File: config.mk
export PLATFORM = sky130hd
export DESIGN_NAME = dpi_flow_sched
export DESIGN_NICKNAME = d
export VERILOG_FILES = /design/src/rtl/dpi_sched_pkg.sv /design/src/rtl/dpi_ctx_ram.sv /design/src/rtl/dpi_flow_sched.sv
export SDC_FILE = /design/constraint.sdc
export NUM_CORES = 1
export LEC_CHECK = 0
export CELL_PAD_IN_SITES_DETAIL_PLACEMENT = 1
export CELL_PAD_IN_SITES_GLOBAL_PLACEMENT = 1
export CORE_MARGIN = 10
export CORE_UTILIZATION = 30
export CTS_CLUSTER_SIZE = 30
export DETAILED_ROUTE_END_ITERATION = 8
export PLACE_DENSITY = 0.61
export SLEW_MARGIN = 30
export SYNTH_ARGS = -nofsm -noshare
export SYNTH_HDL_FRONTEND = slang
export SYNTH_SLANG_ARGS = --single-unit
File: constraint.sdc
create_clock -name clk -period 3.2 [get_ports clk]
set_clock_uncertainty 0.2 [all_clocks]
set_input_delay 0.64 -clock clk [delete_from_list [all_inputs] [get_ports clk]]
set_output_delay 0.64 -clock clk [all_outputs]
set_load 0.01 [all_outputs]
File: src/rtl/dpi_sched_pkg.sv
// Shared types and default sizes for the DPI flow scheduler.
package dpi_sched_pkg;

  localparam int N_FLOW_DEF  = 16;
  localparam int FLOW_W_DEF  = 4;
  localparam int STATE_W_DEF = 11;

  // Scheduler FSM: swap contexts in and out of the single DFA engine.
  typedef enum logic [1:0] {
    ST_IDLE = 2'd0,
    ST_SAVE = 2'd1,
    ST_LOAD = 2'd2,
    ST_RUN  = 2'd3
  } sched_state_e;

  // One saved flow context: packet-level sticky match plus DFA state.
  typedef struct packed {
    logic                   match_sticky;
    logic [STATE_W_DEF-1:0] state;
  } ctx_entry_t;

endpackage

File: src/rtl/dpi_ctx_ram.sv
// Per-flow context store: register array, one write port, async read.
module dpi_ctx_ram
  import dpi_sched_pkg::*;
#(
  parameter int DEPTH = N_FLOW_DEF,
  parameter int AW    = FLOW_W_DEF,
  parameter int W     = $bits(ctx_entry_t)
) (
  input  logic          clk,
  input  logic          rst_n,
  input  logic          i_we,
  input  logic [AW-1:0] i_waddr,
  input  logic [W-1:0]  i_wdata,
  input  logic [AW-1:0] i_raddr,
  output logic [W-1:0]  o_rdata
);

  logic [W-1:0] r_mem [DEPTH];

  // Contexts return to all-zero on reset; otherwise one entry per cycle is written.
  always_ff @(posedge clk) begin
    if (!rst_n) begin
      for (int i = 0; i < DEPTH; i++) begin
        r_mem[i] <= '0;
      end
    end else if (i_we) begin
      r_mem[i_waddr] <= i_wdata;
    end
  end

  // Read is combinational so LOAD can restore in the same cycle it addresses.
  assign o_rdata = r_mem[i_raddr];

endmodule

File: src/rtl/dpi_flow_sched.sv
// Multiplexes interleaved per-flow byte streams onto one DFA engine by
// saving/restoring engine state per flow and reporting a per-packet verdict.
module dpi_flow_sched
  import dpi_sched_pkg::*;
#(
  parameter int N_FLOW  = N_FLOW_DEF,
  parameter int FLOW_W  = FLOW_W_DEF,
  parameter int STATE_W = STATE_W_DEF
) (
  input  logic               clk,
  input  logic               rst_n,
  input  logic               s_valid,
  output logic               s_ready,
  input  logic [7:0]         s_data,
  input  logic [FLOW_W-1:0]  s_flow,
  input  logic               s_eop,
  input  logic               ctx_clr_vld,
  input  logic [FLOW_W-1:0]  ctx_clr_flow,
  output logic [7:0]         char_in,
  output logic               char_in_vld,
  output logic [STATE_W-1:0] state_in,
  output logic               state_in_vld,
  input  logic [STATE_W-1:0] state_out,
  input  logic               accept_out,
  output logic               res_vld,
  output logic [FLOW_W-1:0]  res_flow,
  output logic               res_match
);

  localparam int CTX_W = STATE_W + 1;

  sched_state_e        r_state, w_state_next;
  logic                r_loaded, w_loaded_next;
  logic [FLOW_W-1:0]   r_cur_flow, w_cur_flow_next;
  logic                r_pkt_match, w_pkt_match_next;
  logic                r_res_vld;
  logic [FLOW_W-1:0]   r_res_flow;
  logic                r_res_match;

  logic                w_clr_cur;
  logic                w_clr_load;
  logic                w_switch;
  logic                w_accept;
  logic                w_save_we;
  logic                w_we;
  logic [FLOW_W-1:0]   w_waddr;
  logic [CTX_W-1:0]    w_wdata;
  logic [CTX_W-1:0]    w_rdata;
  logic [STATE_W-1:0]  w_load_state;
  logic                w_load_match;

  // A clear aimed at the context currently living in the engine.
  assign w_clr_cur  = ctx_clr_vld && r_loaded && (ctx_clr_flow == r_cur_flow);
  // A clear aimed at the entry being read this cycle; the read sees zero.
  assign w_clr_load = ctx_clr_vld && (ctx_clr_flow == s_flow);
  // Incoming byte needs a different context than the one in the engine.
  assign w_switch   = s_valid && (!r_loaded || (s_flow != r_cur_flow));
  assign w_accept   = s_valid && s_ready;

  assign w_load_state = w_clr_load ? '0   : w_rdata[STATE_W-1:0];
  assign w_load_match = w_clr_load ? 1'b0 : w_rdata[STATE_W];

  // Single write port: a clear always wins; SAVE only writes when the port is free.
  assign w_we    = ctx_clr_vld || w_save_we;
  assign w_waddr = ctx_clr_vld ? ctx_clr_flow : r_cur_flow;
  assign w_wdata = ctx_clr_vld ? '0 : {r_pkt_match, state_out};

  dpi_ctx_ram #(
    .DEPTH (N_FLOW),
    .AW    (FLOW_W),
    .W     (CTX_W)
  ) u_ctx_ram (
    .clk     (clk),
    .rst_n   (rst_n),
    .i_we    (w_we),
    .i_waddr (w_waddr),
    .i_wdata (w_wdata),
    .i_raddr (s_flow),
    .o_rdata (w_rdata)
  );

  assign char_in     = s_data;
  assign char_in_vld = w_accept;
  assign state_in    = w_load_state;
  assign res_vld     = r_res_vld;
  assign res_flow    = r_res_flow;
  assign res_match   = r_res_match;

  // Next-state, context bookkeeping and handshake decode.
  always_comb begin
    w_state_next     = r_state;
    w_loaded_next    = r_loaded;
    w_cur_flow_next  = r_cur_flow;
    w_pkt_match_next = r_pkt_match;
    s_ready          = 1'b0;
    state_in_vld     = 1'b0;
    w_save_we        = 1'b0;

    case (r_state)
      ST_IDLE: begin
        if (s_valid && !w_clr_cur) begin
          if (w_switch) begin
            w_state_next = r_loaded ? ST_SAVE : ST_LOAD;
          end else begin
            w_state_next = ST_RUN;
          end
        end
      end

      ST_SAVE: begin
        if (w_clr_cur) begin
          // The context being saved was just zeroed; drop it instead of writing.
          w_state_next = ST_IDLE;
        end else if (!ctx_clr_vld) begin
          w_save_we     = 1'b1;
          w_loaded_next = 1'b0;
          w_state_next  = ST_LOAD;
        end
        // A clear to another flow holds the write port; retry the save next cycle.
      end

      ST_LOAD: begin
        if (s_valid) begin
          state_in_vld     = 1'b1;
          w_pkt_match_next = w_load_match;
          w_cur_flow_next  = s_flow;
          w_loaded_next    = 1'b1;
          w_state_next     = ST_RUN;
        end else begin
          // Source withdrew the byte; nothing to restore for.
          w_state_next = ST_IDLE;
        end
      end

      ST_RUN: begin
        s_ready = (s_flow == r_cur_flow) && !w_clr_cur;
        if (w_clr_cur) begin
          w_state_next = ST_IDLE;
        end else if (w_switch) begin
          w_state_next = ST_SAVE;
        end else if (s_valid) begin
          // End of packet restarts the sticky verdict; DFA state carries on.
          w_pkt_match_next = s_eop ? 1'b0 : (r_pkt_match | accept_out);
        end
      end

      default: begin
        w_state_next = ST_IDLE;
      end
    endcase

    if (w_clr_cur) begin
      w_loaded_next    = 1'b0;
      w_pkt_match_next = 1'b0;
    end
  end

  // FSM and context registers, plus the one-cycle verdict pulse.
  always_ff @(posedge clk) begin
    if (!rst_n) begin
      r_state     <= ST_IDLE;
      r_loaded    <= 1'b0;
      r_cur_flow  <= '0;
      r_pkt_match <= 1'b0;
      r_res_vld   <= 1'b0;
      r_res_flow  <= '0;
      r_res_match <= 1'b0;
    end else begin
      r_state     <= w_state_next;
      r_loaded    <= w_loaded_next;
      r_cur_flow  <= w_cur_flow_next;
      r_pkt_match <= w_pkt_match_next;
      r_res_vld   <= w_accept && s_eop;
      r_res_flow  <= (w_accept && s_eop) ? r_cur_flow : '0;
      r_res_match <= w_accept && s_eop && (r_pkt_match | accept_out);
    end
  end

endmodule

==> results of run 1 <==
[through the flow]
step / setup slack, ns / power [uW] / utilization [%]
detailed placement: -0.3810 / 3840 / 34.77
finish: -0.003513 / 6249 / 37.71
global route: -0.04916 / 6455 / 37.71
floorplan: 0.1795 / 3531 / -
CTS: -0.03309 / 6301 / 37.53
global placement: -0.3846 / 3825 / 34.77
[cell type report]
class	instances	area [um^2]	share of cell area, %
sequential	206	6046	52.00
multi-input combinational	398	2978	25.61
timing repair buffer	139	1420	12.21
inverter	7	26.28	0.2260
clock buffer	26	565.5	4.864
tap	396	495.5	4.262
clock inverter	8	95.09	0.8179
[worst paths after layout]
path	cells past startpoint	from	slack, ns	endpoint
max reg2reg	6	r_cur_flow[2]	0.80	r_state[1]
min	2	r_loaded	0.35	r_loaded
min reg2reg	2	r_loaded	0.35	r_loaded
max	8	s_flow[0]	-0.004	state_in[5]
[power breakdown]
part	total (uW)	internal [uW]	switching, uW
sequential	3090	3050	43.8
clock	2440	1410	1030
combinational	713	341	372
[cells by family (layout without fill, tap and decap cells)]
group	after synthesis	count (layout)	synth area share [%]
XOR/XNOR	12	12	1.114
AO/OA/AOI/OAI	26	26	2.122
flip-flops	206	206	64.08
multiplexers	64	64	14.81
AND/OR/NAND/NOR	296	296	13.36
buffers and inverters	83	180	4.509
[synth_stat cells (2+ instances only)]
cell type and instances:
nor2_1 202, edfxtp_1 192, mux4_2 50, nand2_1 44
clkbuf_1 29, buf_2 20, dfxtp_1 14, nand2b_1 14
buf_1 13, nor2b_1 13, buf_4 9, mux4_1 8
inv_1 7, nand3_1 7, xnor2_1 6, xor2_1 6
a21oi_1 5, mux2i_1 5, and2_1 4, o21ai_0 4
o32ai_1 4, buf_6 3, a311o_1 2, and3_1 2
and4b_1 2, buf_12 2, o2111a_1 2
[worst reg2reg max path: cells and delay by family, from the launching register on]
family	cells	cell delay (ns)
AOI/OAI and AO/OA	3	1.02
DFF	1	0.53
and+or+nand+nor	1	0.23
buffers and inverters	1	0.15
xor gates and xnor gates	1	0.12
[placed cells by master, fill, tap and decap left out, types with 3 or more instances in the layout]
| master | n |
|---|---|
| clkdlybuf4s50_1 | 26 |
| dlygate4sd2_1 | 4 |
| nand2b_1 | 14 |
| xor2_1 | 6 |
| nand2_1 | 44 |
| mux4_2 | 55 |
| a21oi_1 | 5 |
| mux2i_1 | 5 |
| and2_1 | 4 |
| clkbuf_16 | 22 |
| nor2_1 | 202 |
| nand3_1 | 7 |
| xnor2_1 | 6 |
| buf_2 | 12 |
| edfxtp_1 | 192 |
| inv_1 | 7 |
| mux4_1 | 3 |
| buf_12 | 21 |
| o32ai_1 | 4 |
| clkinv_1 | 5 |
| nor2b_1 | 11 |
| dfxtp_1 | 14 |
| nor2b_4 | 3 |
| buf_16 | 3 |
| clkbuf_1 | 4 |
| o21ai_0 | 4 |
| buf_4 | 70 |
[flip-flops by register name, indices dropped and copies added (netlist names)]
signal and flops:
res_vld 1, r_cur_flow 4, u_ctx_ram.r_mem 192, res_match 1, r_pkt_match 1, r_state 2, r_loaded 1, res_flow 4
[metal layers]
metal	wire length, um	share of wire, %	up-vias
met3	967	3.7	25
met4	511	2.0	0
met5	0	0	-
met2	12870	50	95
met1	11640	45	2983
li1	-	-	2625
[what timing repair did]
item,4_1_cts,5_1_grt
setup endpoints to repair,13,5
gates resized for setup,66,9
cloned,2,0
setup buffers,14,4
pin swaps,1,0
==> metrics.cfg, run 1 <==
[outcome]
status = finished, violations left
violations = setup timing

[clock_tree]
insertion_delay_ns = 0.52
cts_max_path_buffers = 3
h-tree-depth = 1
cts_buffers = 22
clk_pin_slew_ns = 0.06
cts_tree = yes
postCtsHoldBufs = 0
clock_sinks = 206
cts_root_buf = clkbuf_16

[worst_setup_path]
cp_data_arrival_time_ns = 2.36
crit_family = multiplexers
worst_setup_path_start_kind = input port
cp_max_fo = 6
end_kind = primary output
worstPathRequired_ns = 2.36
max_stage_delay_ns = 0.50
crit_slowest_cell = mux4_2
path_class = input port to primary output
path_cells = buf_16, buf_12, buf_16, buf_12, mux4_2, mux4_2, nor2b_1, buf_2
worst-path-buf-inv = 5

[grt]
grt.met1_usage_pct = 17.63
first_global_vias = 6250
grt.total_usage_pct = 13.60
grt_use_met2_pct = 23.02
grt_start_max_net_pins = 26
antenna_found_initial = 0
grt_pass1_wl_mm = 40.21
globalRouteMet3Util_pct = 2.078
grt.busiest_layer = met2
overflow = 0

[die]
die-area_um2 = 38940
rows = 64
coreArea_um2 = 30830
die_y_um = 197.3
initial_core_util_pct = 30.60
pin_count = 61
die_x_um = 197.3

[sta]
rsz0062_at_grt = yes
fin_tns_setup_ns = -0.003513
hold_violations = 0
fin_crit_ns = 3.204
fmax_mhz = 312.2
tightest_slew_ns = 0.6554
report.final.slew_viol_count = 0
hold_ws_ns = 0.3470
setup_viol_count_final = 1
timing.slew.headroom_pct = 56.31
period_share_pct = 100.1
fin_ws_ns = -0.003513

[finish]
fill_cells = 3179
drive_above_1_share_pct = 25.13
final_area_um2 = 11630
fin_nets = 807
syn_to_final_growth_pct = 23.24
insertedDiodeCount = 0
fin_cells = 1180

[drt]
drcViolationCount = 0
drt_iter0_drc = 498
wl_per_cell_um = 22.02
dr_total_vias = 5728
via_per_inst = 4.854
routed_wl_mm = 25.99
drt-pass1-iter-count = 4
ant_nets = 0

[yosys]
synth_edf_count = 192
synth_seq_cells = 206
synthArstFlopShare_pct = 0
syn-mean-instance-area_um2 = 13.73
ys_top_cells_by_area = edfxtp_1 (61%), mux4_2 (12%), nor2_1 (8.0%)
synthFlopType = edfxtp_1
syn_nets = 720
synth.distinct_cells = 45
yosysSeqAreaShare_pct = 64.08
yosysWarnings = 0
netlist_instances = 687
netlist.area_leader.share_pct = 61.11
syn-cell-area_um2 = 9434
yosys.area.top_type = edfxtp_1

[flow_run]
cap_violations = 0

[place]
gp_congestion = 0.8127
dp.cells = 1126
dpl.hpwl_mm = 17.80
dpl-instance-area_um2 = 10720
port_buffers = 44

[power_and_ir_drop]
power_density_nw_per_um2 = 537.5
total_leakage_power_uw = 0.004130
peakVddDrop_v = 0.0003136

[min_path]
hp-class = register to register

No activity file was read; power rests on OpenSTA's default activity.
==> run 2: changes to the inputs <==
- clock period: 3.2 -> 3.9 ns (I/O delays scaled with it)
==> metrics.cfg, run 2 (synthesized netlist as in run 1, its figures left out) <==
[grt]
grt.total_usage_pct = 13.51  ; was 13.60%
grt_start_max_net_pins = 25  ; was 26
overflow = 0  ; unchanged
first_global_vias = 6205  ; was 6,250
grt_pass1_wl_mm = 40.19  ; was 40.21 mm
antenna_found_initial = 0  ; unchanged

[die]
die-area_um2 = 38940  ; unchanged
initial_core_util_pct = 30.60  ; unchanged
rows = 64  ; unchanged
die_x_um = 197.3  ; unchanged
die_y_um = 197.3  ; unchanged
pin_count = 61  ; unchanged
coreArea_um2 = 30830  ; unchanged

[finish]
largest_reg_flops = 192  ; unchanged
final_area_um2 = 11210  ; was 11,630 um^2
layout_commonest_cell = nor2_1  ; unchanged
insertedDiodeCount = 0  ; unchanged
fin_nets = 765  ; was 807
fill_cells = 3129  ; was 3,179
fin_cells = 1146  ; was 1,180
final_cell_mix = nor2_1 (202), edfxtp_1 (192), mux4_2 (50)  ; was nor2_1 (202), edfxtp_1 (192), buf_4 (70)
largest_register = u_ctx_ram.r_mem  ; unchanged
syn_to_final_growth_pct = 18.86  ; was 23.24%
post-route-util_pct = 36.37  ; was 37.71%
drive_above_1_share_pct = 19.33  ; was 25.13%

[clock_tree]
clk_pin_slew_ns = 0.05  ; was 0.06 ns
clock_sinks = 206  ; unchanged
cts_root_buf = clkbuf_16  ; unchanged
h-tree-depth = 1  ; unchanged
cts_setup_buffers = 0  ; was 14
cts_tree = yes  ; unchanged
insertion_delay_ns = 0.53  ; was 0.52 ns
cts_buffers = 24  ; was 22
cts_max_path_buffers = 3  ; unchanged

[sta]
hold_violations = 0  ; unchanged
setup_viol_count_final = 0  ; was 1
fin_tns_setup_ns = 0  ; was -0.003513 ns
fin_crit_ns = 3.813
fmax_mhz = 262.3
timing.slew.headroom_pct = 44.99  ; was 56.31%
tightest_slew_ns = 0.8251  ; was 0.6554 ns
period_share_pct = 97.76
rsz0062_at_grt = no  ; was yes
report.final.slew_viol_count = 0  ; unchanged

[power_and_ir_drop]
total_leakage_power_uw = 0.003886  ; was 0.004130 uW
power_uw = 5192  ; was 6249 uW
power_density_nw_per_um2 = 463.0  ; was 537.5 nW/um^2
peakVddDrop_v = 0.0002499  ; was 0.0003136 V

[worst_setup_path]
r2r_setup_slack_ns = 1.41  ; was 0.80 ns
worstPathRequired_ns = 2.92  ; was 2.36 ns
path_class = input port to primary output  ; unchanged
worst_setup_path_start_kind = input port  ; unchanged
crit_slowest_cell = mux4_1  ; was mux4_2
critPathLaunch = s_flow[0]  ; unchanged
cp_max_fo = 10  ; was 6
worst-path-buf-inv = 3  ; was 5
reg2reg_to = u_ctx_ram.r_mem[4][11]  ; was r_state[1]
cp_data_arrival_time_ns = 2.83  ; was 2.36 ns
path_cells = buf_6, buf_12, mux4_1, mux4_2, nor2b_1, clkdlybuf4s50_1  ; was buf_16, buf_12, buf_16, buf_12, mux4_2, mux4_2, nor2b_1, buf_2
crit_family = multiplexers  ; unchanged
end_kind = primary output  ; unchanged
r2r_cells = 5  ; was 6
max_stage_delay_ns = 0.59  ; was 0.50 ns
reg2reg_from = r_state[0]  ; was r_cur_flow[2]

[drt]
routed_wl_mm = 25.85  ; was 25.99 mm
via_per_inst = 4.999  ; was 4.854
dr_total_vias = 5729  ; was 5,728
drt_iter0_drc = 436  ; was 498
wl_per_cell_um = 22.56  ; was 22.02 um
drcViolationCount = 0  ; unchanged
drt-pass1-iter-count = 5  ; was 4
ant_nets = 0  ; unchanged

[place]
dp.cells = 1102  ; was 1,126
dpl.hpwl_mm = 17.64  ; was 17.80 mm
port_buffers = 44  ; unchanged
gp_congestion = 0.7894  ; was 0.8127
dpl-instance-area_um2 = 10450  ; was 10,720 um^2

[min_path]
hold_depth = 2  ; unchanged
hp-class = register to register  ; unchanged
hold_path_end = r_loaded  ; unchanged
min_from = r_loaded  ; unchanged

[flow_run]
cap_violations = 0  ; unchanged

[outcome]
status = complete, no violations  ; was finished, violations left

==> run 2: cell count changes in the layout (fill, tap and decap cells not counted), sizes merged, moves of 3 or more <==
cell           change
clkbuf             +3
clkinv             +7
buf               -55
clkdlybuf4s50     +16
dlygate4sd2        -4
==> run 2: what timing repair did <==
action	4_1_cts	5_1_grt
endpoints found under the hold margin	0	0
endpoints found under the setup margin	1	8
resized for setup	2	2
hold buffers	0	0
==> run 2: report_power, final <==
part | internal [uW] | switching (uW) | total [uW]
sequential | 2500 | 41.6 | 2540
combinational | 236 | 288 | 525
clock | 1210 | 919 | 2120
==> run 2: how the worst max path moves through the flow <==
stage	end	slack (ns)	depth (start not counted)
final	state_in[5]	0.09	6
after global routing	state_in[10]	0.04	6
after CTS	state_in[6]	0.02	6
after detailed placement	state_in[10]	-0.01	6
after floorplan	state_in[0]	0.60	6
after global placement	state_in[9]	0.0004	6
==> run 2: stage by stage <==
step / hold slack, ns / worst slack, ns
floorplan: 0.2811 / 0.5995
global placement: 0.3320 / 0.0003872
detailed placement: 0.3425 / -0.01255
CTS: 0.3511 / 0.01551
global route: 0.4213 / 0.03601
finish: 0.3504 / 0.08736
==> run 2: layout make-up <==
type	instances	area [um^2]	share of cell area, %
tap	396	495.5	4.419
sequential	206	6046	53.92
clock inverter	15	117.6	1.049
multi-input combinational	398	2982	26.59
timing repair buffer	95	927.1	8.268
inverter	7	26.28	0.2343
clock buffer	29	619.3	5.523
==> run 2: worst min-delay path: stages (launching register included) <==
cell and delay (ns):
dfxtp_1 0.35, o21ai_0 0.09, a21oi_1 0.07
==> run 2: layer usage <==
layer,global-route usage [%],vias to the layer above,share of wire (%)
met5,0,-,0
met4,3.503,0,1.9
met3,2.351,38,4.9
met2,22.85,135,49
met1,17.55,2998,45
li1,-,2558,-
==> run 3: changes to the inputs <==
- ABC_AREA: default -> 1
- PLACE_DENSITY: 0.61 -> 0.63
==> metrics.cfg, run 3 <==
[grt]
antenna_found_initial = 0  ; unchanged
first_global_vias = 7514  ; was 6,205
overflow = 0  ; unchanged
grt_pass1_wl_mm = 44.79  ; was 40.19 mm
grt.total_usage_pct = 14.64  ; was 13.51%
grt_start_max_net_pins = 47  ; was 25

[yosys]
yosysWarnings = 0  ; unchanged
ys_top_cells_by_area = edfxtp_1 (60%), nor2_1 (11%), o21ai_0 (5.3%)  ; was edfxtp_1 (61%), mux4_2 (12%), nor2_1 (8.0%)
syn_nets = 988  ; was 720
yosysSeqAreaShare_pct = 62.40  ; was 64.08%
synthArstFlopShare_pct = 0  ; unchanged
synth_common_cells = nor2_1 (288), edfxtp_1 (192), o21ai_0 (102)  ; was nor2_1 (202), edfxtp_1 (192), mux4_2 (50)
synth.distinct_cells = 28  ; was 45
syn-cell-area_um2 = 9688  ; was 9434 um^2
yosys.area.top_type = edfxtp_1  ; unchanged
synth_edf_count = 192  ; unchanged
syn-mean-instance-area_um2 = 10.14  ; was 13.73 um^2
synth_most_common_cell = nor2_1  ; unchanged
netlist_instances = 955  ; was 687
synthFlopType = edfxtp_1  ; unchanged
netlist.area_leader.share_pct = 59.51  ; was 61.11%
synth_seq_cells = 206  ; unchanged

[sta]
fin_tns_setup_ns = 0  ; unchanged
setup_viol_count_final = 0  ; unchanged
fmax_mhz = 258.4  ; was 262.3 MHz
fin_crit_ns = 3.869  ; was 3.813 ns
timing.slew.headroom_pct = 55.94  ; was 44.99%
tightest_slew_ns = 0.6594  ; was 0.8251 ns
period_share_pct = 99.21  ; was 97.76%
report.final.slew_viol_count = 0  ; unchanged
rsz0062_at_grt = no  ; unchanged
hold_violations = 0  ; unchanged

[worst_setup_path]
end_kind = primary output  ; unchanged
worst_setup_path_start_kind = input port  ; unchanged
r2r_setup_slack_ns = 1.44  ; was 1.41 ns
path_class = input port to primary output  ; unchanged
cp_data_arrival_time_ns = 2.89  ; was 2.83 ns
worstPathRequired_ns = 2.92  ; about the same
cp_max_fo = 40  ; was 10

[drt]
dr_total_vias = 7286  ; was 5,729
drt-pass1-iter-count = 4  ; was 5
wl_per_cell_um = 20.61  ; was 22.56 um
wl_met1_mm = 13.36  ; was 11.51 mm
drt_iter0_drc = 466  ; was 436
via_per_inst = 5.106  ; was 4.999
ant_nets = 0  ; unchanged
routed_wl_mm = 29.41  ; was 25.85 mm
routed-wl-met2_mm = 14.29  ; was 12.60 mm
routed-wl-met3_mm = 1.090  ; was 1.260 mm
drcViolationCount = 0  ; unchanged
dr.max_layer_used = met4  ; unchanged

[die]
die_x_um = 199.7  ; was 197.3 um
die_y_um = 199.7  ; was 197.3 um
rows = 65  ; was 64
coreArea_um2 = 31720  ; was 30,830 um^2
initial_core_util_pct = 30.54  ; was 30.60%
pin_count = 61  ; unchanged
die-area_um2 = 39880  ; was 38,940 um^2

[clock_tree]
postCtsHoldBufs = 0  ; unchanged
clock_sinks = 206  ; unchanged
cts_tree = yes  ; unchanged
h-tree-depth = 1  ; unchanged
cts_buffers = 25  ; was 24
clk_pin_slew_ns = 0.06  ; was 0.05 ns
insertion_delay_ns = 0.54  ; was 0.53 ns
cts_max_path_buffers = 3  ; unchanged
cts_root_buf = clkbuf_16  ; unchanged

[finish]
drive_above_1_share_pct = 15.41  ; was 19.33%
insertedDiodeCount = 0  ; unchanged
final_area_um2 = 11510  ; was 11,210 um^2
final_cell_mix = nor2_1 (288), edfxtp_1 (192), o21ai_0 (102)  ; was nor2_1 (202), edfxtp_1 (192), mux4_2 (50)
post-route-util_pct = 36.28  ; was 36.37%
fill_cells = 3551  ; was 3,129
fin_cells = 1427  ; was 1,146
layout_commonest_cell = nor2_1  ; unchanged
largest_register = u_ctx_ram.r_mem  ; unchanged
multi_input_area_um2 = 3078  ; was 2982 um^2
syn_to_final_growth_pct = 18.78  ; was 18.86%
largest_reg_flops = 192  ; unchanged
fin_nets = 1039  ; was 765
seq_area_um2 = 6046  ; unchanged

[power_and_ir_drop]
p_int_uw = 4038  ; was 3944 uW
power_uw = 5458  ; was 5192 uW
clockPowerShare_pct = 41.5  ; was 40.9%
comb_power_share_pct = 11.5  ; was 10.1%
peakVddDrop_v = 0.0003401  ; was 0.0002499 V
power_density_nw_per_um2 = 474.3  ; was 463.0 nW/um^2
total_leakage_power_uw = 0.004141  ; was 0.003886 uW
switchingPower_uw = 1420  ; was 1248 uW
seqPwrFrac_pct = 47.0  ; was 49.0%
sw_frac_of_total_pct = 26.02  ; was 24.04%

[place]
dpl.hpwl_mm = 19.68  ; was 17.64 mm
dp.cells = 1381  ; was 1,102
port_buffers = 44  ; unchanged
dpl-instance-area_um2 = 10700  ; was 10,450 um^2
gp_congestion = 0.7924  ; was 0.7894

[outcome]
status = complete, no violations  ; unchanged

[min_path]
hp-class = register to register  ; unchanged

[flow_run]
cap_violations = 0  ; unchanged

## run 3: cell count changes after synthesis, sizes merged, moves of 17 or more
cell    before  now
nor2       202  322
nand2       44   98
mux4        58    0
nand3        7   38
o21ai        5  107
o221ai       0   33
inv          7   24
## run 3: routing by layer
metal	track usage, %	vias up
li1	-	3398
met1	18.85	3715
met2	25.11	128
met3	2.153	45
met4	3.954	0
met5	0	-
## run 3: power by group through the flow
stage	clock (uW)	sequential [uW]	combinational, uW
2_1_floorplan	0	2600	378
3_3_place_gp	0	2610	623
3_5_place_dp	0	2610	634
4_1_cts	2290	2570	638
5_1_grt	2370	2580	696
6_report	2260	2570	626
## run 3: area by class of cell
cell class | instances | share of cell area (%)
Multi-Input combinational cell | 645 | 26.75
Timing Repair Buffer | 104 | 8.677
Clock buffer | 27 | 5.502
Sequential cell | 206 | 52.54
Inverter | 24 | 0.7829
Clock inverter | 19 | 1.381
Tap cell | 402 | 4.371
## run 3: worst paths after layout
check	cells past startpoint	from	to
worst max register to register	6	r_state[0]	u_ctx_ram.r_mem[2][7]
worst min register to register	2	r_cur_flow[2]	res_flow[2]
worst min-delay path	2	r_cur_flow[2]	res_flow[2]
worst max-delay path	8	s_flow[0]	state_in[5]
## run 3: kinds of logic after synthesis
kind of cell / Yosys count / synth area share, %
flops: 206 / 62.40
buf+inv: 104 / 5.889
simple gates: 470 / 20.56
compound gates: 175 / 11.15
## run 3: timing repair
item,4_1_cts,5_1_grt
cloned,0,0
endpoints found under the setup margin,2,9
setup buffers,0,0
resized for setup,2,3
## run 3: stage by stage
step,setup slack (ns),hold WS (ns)
4_1_cts,0.004448,0.3677
3_5_place_dp,-0.04731,0.3529
3_3_place_gp,-0.05490,0.3515
5_1_grt,0.02016,0.3930
6_report,0.03072,0.3633
2_1_floorplan,0.9874,0.2950
## run 3: worst max-delay path: stages
cell	delay, ns
buf_2	0.17
buf_12	0.24
buf_12	0.18
o21ai_0	0.10
o221ai_1	0.34
nand3_1	0.12
a21boi_1	0.31
clkdlybuf4s50_1	0.61
